<file path="src/rtl/perf_monitor_if.sv">
// Bundle between the pipeline and the performance monitor: event strobes in,
// saturating counters and run status out.
interface perf_monitor_if #(
  parameter int WIDTH = 32
);
  logic             clr;
  logic             wb_valid;
  logic             stall;
  logic             flush;
  logic             halt;
  logic [WIDTH-1:0] inst_count;
  logic [WIDTH-1:0] cycle_count;
  logic [WIDTH-1:0] stall_count;
  logic [WIDTH-1:0] flush_count;
  logic             stop;
  logic             done;

  modport master (
    output clr, wb_valid, stall, flush, halt,
    input  inst_count, cycle_count, stall_count, flush_count, stop, done
  );

  modport slave (
    input  clr, wb_valid, stall, flush, halt,
    output inst_count, cycle_count, stall_count, flush_count, stop, done
  );
endinterface

</file>
<file path="src/rtl/perf_monitor.sv">
// Pipeline performance monitor: saturating event counters that freeze a fixed
// number of drain cycles after the first halt is seen.
//
// state | meaning
// RUN   | counting, waiting for halt
// DRAIN | counting while the pipeline empties; r_drain counts down to 0
// DONE  | counters frozen; only rst or clr leave
module perf_monitor #(
  parameter int WIDTH        = 32,
  parameter int DRAIN_CYCLES = 10
) (
  input  logic           clk,
  input  logic           rst,
  perf_monitor_if.slave  bus
);

  typedef enum logic [1:0] {
    RUN   = 2'd0,
    DRAIN = 2'd1,
    DONE  = 2'd2
  } state_t;

  localparam logic [7:0] LP_DRAIN_LOAD = 8'(DRAIN_CYCLES - 1);
  localparam logic [WIDTH-1:0] LP_ONE = {{(WIDTH-1){1'b0}}, 1'b1};

  state_t           r_state, w_state_nxt;
  logic [7:0]       r_drain, w_drain_nxt;
  logic             r_stop, w_stop_nxt;
  logic             r_done, w_done_nxt;
  logic             w_count_en;
  logic [WIDTH-1:0] r_inst, r_cycle, r_stall, r_flush;

  function automatic logic [WIDTH-1:0] sat_inc(input logic [WIDTH-1:0] v,
                                               input logic en);
    if (en && !(&v)) return v + LP_ONE;
    return v;
  endfunction

  always_comb begin
    w_state_nxt = r_state;
    w_drain_nxt = r_drain;
    w_stop_nxt  = r_stop;
    w_done_nxt  = r_done;
    w_count_en  = 1'b0;
    case (r_state)
      RUN: begin
        w_count_en = 1'b1;
        if (bus.halt) begin
          w_state_nxt = DRAIN;
          w_stop_nxt  = 1'b1;
          w_drain_nxt = LP_DRAIN_LOAD;
        end
      end
      DRAIN: begin
        w_count_en = 1'b1;
        if (r_drain == 8'd0) begin
          w_state_nxt = DONE;
          w_done_nxt  = 1'b1;
        end else begin
          w_drain_nxt = r_drain - 8'd1;
        end
      end
      DONE: begin
        w_count_en = 1'b0;
      end
      default: begin
        w_state_nxt = RUN;
      end
    endcase
  end

  always_ff @(posedge clk or negedge rst) begin
    if (!rst) begin
      r_state <= RUN;
      r_drain <= '0;
      r_stop  <= 1'b0;
      r_done  <= 1'b0;
      r_inst  <= '0;
      r_cycle <= '0;
      r_stall <= '0;
      r_flush <= '0;
    end else if (bus.clr) begin
      // Soft clear overrides a simultaneous halt and the clearing cycle is not counted.
      r_state <= RUN;
      r_drain <= '0;
      r_stop  <= 1'b0;
      r_done  <= 1'b0;
      r_inst  <= '0;
      r_cycle <= '0;
      r_stall <= '0;
      r_flush <= '0;
    end else begin
      r_state <= w_state_nxt;
      r_drain <= w_drain_nxt;
      r_stop  <= w_stop_nxt;
      r_done  <= w_done_nxt;
      r_inst  <= sat_inc(r_inst,  w_count_en && bus.wb_valid);
      r_cycle <= sat_inc(r_cycle, w_count_en);
      r_stall <= sat_inc(r_stall, w_count_en && bus.stall);
      r_flush <= sat_inc(r_flush, w_count_en && bus.flush);
    end
  end

  assign bus.inst_count  = r_inst;
  assign bus.cycle_count = r_cycle;
  assign bus.stall_count = r_stall;
  assign bus.flush_count = r_flush;
  assign bus.stop        = r_stop;
  assign bus.done        = r_done;

endmodule

</file>
<file path="src/flat_wrapper.sv">
// flat-port wrapper written by rule: the top's interface ports become plain ports
module perf_monitor_flat 
#(
  parameter int WIDTH        = 32,
  parameter int DRAIN_CYCLES = 10
)
  (clk, rst, bus_clr, bus_wb_valid, bus_stall, bus_flush, bus_halt, bus_inst_count, bus_cycle_count, bus_stall_count, bus_flush_count, bus_stop, bus_done);
  perf_monitor_if #(.WIDTH(WIDTH)) bus_i ();
  input  logic clk;
  input  logic rst;
  input wire logic [$bits(bus_i.clr)-1:0] bus_clr;
  input wire logic [$bits(bus_i.wb_valid)-1:0] bus_wb_valid;
  input wire logic [$bits(bus_i.stall)-1:0] bus_stall;
  input wire logic [$bits(bus_i.flush)-1:0] bus_flush;
  input wire logic [$bits(bus_i.halt)-1:0] bus_halt;
  output wire logic [$bits(bus_i.inst_count)-1:0] bus_inst_count;
  output wire logic [$bits(bus_i.cycle_count)-1:0] bus_cycle_count;
  output wire logic [$bits(bus_i.stall_count)-1:0] bus_stall_count;
  output wire logic [$bits(bus_i.flush_count)-1:0] bus_flush_count;
  output wire logic [$bits(bus_i.stop)-1:0] bus_stop;
  output wire logic [$bits(bus_i.done)-1:0] bus_done;
  assign bus_i.clr = bus_clr;
  assign bus_i.wb_valid = bus_wb_valid;
  assign bus_i.stall = bus_stall;
  assign bus_i.flush = bus_flush;
  assign bus_i.halt = bus_halt;
  assign bus_inst_count = bus_i.inst_count;
  assign bus_cycle_count = bus_i.cycle_count;
  assign bus_stall_count = bus_i.stall_count;
  assign bus_flush_count = bus_i.flush_count;
  assign bus_stop = bus_i.stop;
  assign bus_done = bus_i.done;
  perf_monitor #(.WIDTH(WIDTH), .DRAIN_CYCLES(DRAIN_CYCLES)) u_core (.clk(clk), .rst(rst), .bus(bus_i));
endmodule
</file>
<file path="config.mk">
export PLATFORM = sky130hd
export DESIGN_NAME = perf_monitor_flat
export DESIGN_NICKNAME = d
export VERILOG_FILES = /design/src/rtl/perf_monitor_if.sv /design/src/rtl/perf_monitor.sv /design/src/flat_wrapper.sv
export SDC_FILE = /design/constraint.sdc
export NUM_CORES = 1
export LEC_CHECK = 0
export ABC_AREA = 0
export BUFFER_PORTS_ARGS = -buffer_cell sky130_fd_sc_hd__buf_2
export CORE_MARGIN = 2
export CORE_UTILIZATION = 38
export DETAILED_ROUTE_END_ITERATION = 16
export GPL_TIMING_DRIVEN = 0
export PLACE_DENSITY_LB_ADDON = 0.08
export RECOVER_POWER = 50
export SLEW_MARGIN = 5
export SYNTH_ARGS = -nofsm -noshare
export SYNTH_HDL_FRONTEND = slang
export SYNTH_SLANG_ARGS = --single-unit
</file>
<file path="constraint.sdc">
create_clock -name clk -period 2.18 [get_ports clk]
set_input_delay 0.327 -clock clk [delete_from_list [all_inputs] [get_ports clk]]
set_output_delay 0.327 -clock clk [all_outputs]
set_load 0.1 [all_outputs]
</file>
==> flow_summary.json <==
{
  "critical_path_required_ns": 2.53,
  "maxCapViolations": 0,
  "gp_congestion": 0.802,
  "crit_family": "simple AND/OR/NAND/NOR gates",
  "drtAntennaViolNets": 0,
  "r2r_start": "u_core.bus.inst_count[1]",
  "path_max_fanout": 5,
  "p_comb_frac": 0.143,
  "syn2layout_area_growth_pct": 35.7,
  "clk_latency_ns": 0.43,
  "die_width_um": 148,
  "core-area_um2": 20300,
  "dieArea_um2": 22000,
  "row_count": 52,
  "synthArstFlopShare": 1.00,
  "fin_tns_setup_ns": -0.0167,
  "yosysSeqAreaShare": 0.443,
  "nets": 1080,
  "overflow": 0,
  "seqPwrFrac": 0.420,
  "rsz0062_at_grt": "yes",
  "io_buffers": 135,
  "hold_violations": 0,
  "dp_hpwl_um": 15900,
  "critPathBufInv": 1,
  "clk_path_buf_depth": 2,
  "maxSlewHeadroom": 0.205,
  "die_y_um": 148,
  "vdd_drop_max_uv": 499,
  "cts-root-buf": "clkbuf_16",
  "switching_share": 0.291,
  "utilization": 0.528,
  "dp_slack_ns": -0.391,
  "powerDensity_nw_per_um2": 622,
  "skew_ns": 0.00934,
  "regArea_um2": 3890,
  "power_mw": 6.67,
  "p_leak_nw": 4.18,
  "synth_top_area_share": 0.443,
  "internal_power_mw": 4.73,
  "avgRoutedWirePerCell_um": 17.8,
  "antenna_found_initial": 0,
  "cp_slowest_cell": "dfrtp_4",
  "path_clk_slew_ns": 0.06,
  "critical_path.startpoint": "u_core.bus.inst_count[1]",
  "max_freq_ghz": 0.457,
  "htree_levels": 4,
  "grt_pass1_vias": 7001,
  "drt_first_pass_iters": 4,
  "grt_start_max_net_pins": 97,
  "yosysWarnings": 0,
  "drc_errors": 0,
  "setup_viol": 3,
  "crit_top_cell": "or3_1",
  "cp_cell_sequence": "ha_4 -> nand3_4 -> or3_4 -> buf_4 -> or3_1 -> or3_1 -> a21oi_1",
  "r2r_setup_slack_ns": -0.01,
  "crit_cells": 7,
  "dp.cells": 1272,
  "grt_usage": 0.216,
  "stdcell_count": 1351,
  "syn_inst": 866,
  "cts_sinks": 140,
  "initial_utilization": 0.389,
  "fillerInstances": 1950,
  "crit_path_end": "u_core.bus.inst_count[26]",
  "drv_slew": 0,
  "crit_arrival_ns": 2.54,
  "synth_edf_count": 0,
  "dr_total_vias": 7608,
  "drt_wl_total_um": 24000,
  "n_antenna_cell": 0,
  "hp-class": "in -> reg",
  "worstSetupEndpointType": "register",
  "setup_ws_ns": -0.0101,
  "synth_area_um2": 7900,
  "start_kind": "register",
  "syn_area_per_cell_um2": 9.13,
  "cts_made_buffers": 17,
  "worst_slew_pin_slew_ns": 1.19,
  "yosys-top-cells-area": "dfrtp_1 44%, a21oi_1 5.2%, or3_1 3.6%",
  "multi_input_area_um2": 4510,
  "finalCritPeriodShare": 1.00,
  "ys_ff_latch": 140,
  "synth_ff_type": "dfrtp_1",
  "cts_tree": "yes",
  "drive_gt1_frac": 0.418,
  "drtIter0Drc": 392,
  "p_clk_frac": 0.437,
  "viasPerCell": 5.63,
  "synth_fp_nets": 878,
  "period_minus_slack_ns": 2.19,
  "violations": "setup timing",
  "ios": 137,
  "status": "finished with violations",
  "critPathKind": "reg -> reg",
  "worstReg2RegEnd": "u_core.bus.inst_count[26]",
  "worstRegToRegCells": 7,
  "grt_pass1_wl_um": 37800,
  "synth_top_cell_by_area": "dfrtp_1",
  "synth.distinct_cells": 60,
  "cpPeakStageDelay_ns": 0.45,
  "switchingPower_mw": 1.94
}
## power groups by stage
| stage | Sequential (mW) | Clock, mW | Combinational [mW] |
|---|---|---|---|
| 4_1_cts | 2.80 | 2.97 | 0.928 |
| 6_report | 2.80 | 2.92 | 0.951 |
| 2_1_floorplan | 3.09 | 0 | 0.406 |
| 5_1_grt | 2.81 | 3.05 | 1.05 |
| 3_5_place_dp | 2.85 | 0 | 0.901 |
| 3_3_place_gp | 2.85 | 0 | 0.891 |
## worst reg2reg max path, stage by stage (launching register included)
cell	delay (ns)
dfrtp_4	0.45
ha_4	0.16
nand3_4	0.07
or3_4	0.41
buf_4	0.15
or3_1	0.38
or3_1	0.35
a21oi_1	0.14
## layer usage
metal  wire (um)  GRT usage
met5           0          0
met4         402     0.0643
met3        1120     0.0383
met2       11300      0.338
met1       11300      0.308
## state kept, by name, indices dropped and copies added (netlist names)
signal,count
u_core.bus.cycle_count,32
u_core.bus.flush_count,32
u_core.bus.inst_count,32
u_core.bus.stall_count,32
u_core.r_drain,8
u_core.r_state,2
u_core.bus.done,1
u_core.bus.stop,1
## synthesized netlist by cell type (all sizes together) (6+ instances only)
cell and n:
clkbuf 25, and2 7, or3 47, nor2b 25, nand4 36, o21ai 48, and4 15, o211ai 9
or4 35, dfrtp 140, o31ai 34, buf 17, nand2 48, nor4 22, xor2 17, nand3 49
nor3 21, mux2 18, nand2b 6, a21oi 82, xnor2 9, inv 24, nor2 70, and3 13
## final cells by class
type	count	area share
Clock inverter	7	0.00817
Timing Repair Buffer	185	0.0999
Clock buffer	25	0.0453
Multi-Input combinational cell	660	0.420
Sequential cell	140	0.363
Tap cell	270	0.0315
Inverter	24	0.00840
Buffer	40	0.0237
## what timing repair did
item,CTS,global route
hold buffers,1,0
hold endpoints to repair,44,0
resized for setup,26,54
gates cloned,3,1
pin swaps,10,24
endpoints found under the setup margin,68,87
setup buffers,15,29
## cells by family (layout without fill, tap and decap cells)
group | after synthesis | count (layout) | share of synthesized area
flip-flops | 140 | 140 | 0.443
adder cells (fa/ha/maj) | 5 | 5 | 0.00792
AND/OR/NAND/NOR | 408 | 408 | 0.299
XOR/XNOR | 26 | 26 | 0.0288
multiplexers | 21 | 21 | 0.0294
AO/OA/AOI/OAI | 200 | 200 | 0.154
buffers and inverters | 66 | 281 | 0.0372
## worst min-delay path by stage
stage	startpoint	to	slack (ns)	cells after the start
after global placement	u_core.r_drain[6]	u_core.r_drain[6]	0.53	2
after CTS	bus_halt	u_core.bus.stop	0.31	4
after detailed placement	rst	u_core.bus.stall_count[20]	0.26	1
after global routing	bus_halt	u_core.bus.stop	0.38	4
after floorplan	rst	u_core.bus.cycle_count[11]	0.03	0
final	bus_halt	u_core.bus.stop	0.32	4
## layout by cell type (no fill, tap or decap), types with 31 or more instances in the layout
cell / count
a21oi_1: 79
clkbuf_2: 53
nand4_1: 35
dfrtp_2: 37
o21ai_0: 44
nand3_1: 43
buf_4: 49
or3_1: 45
nor2_1: 70
dfrtp_4: 91
o31ai_1: 31
nand2_1: 43
or4_1: 31
buf_2: 88
## stage by stage
stage          hold slack (ns)  cell area [um2]
5_1_grt                  0.378            10700
4_1_cts                  0.309            10300
2_1_floorplan           0.0314             8470
3_3_place_gp             0.530             9480
3_5_place_dp             0.257             9520
6_report                 0.324            10700
No activity file was read; power rests on OpenSTA's default activity.
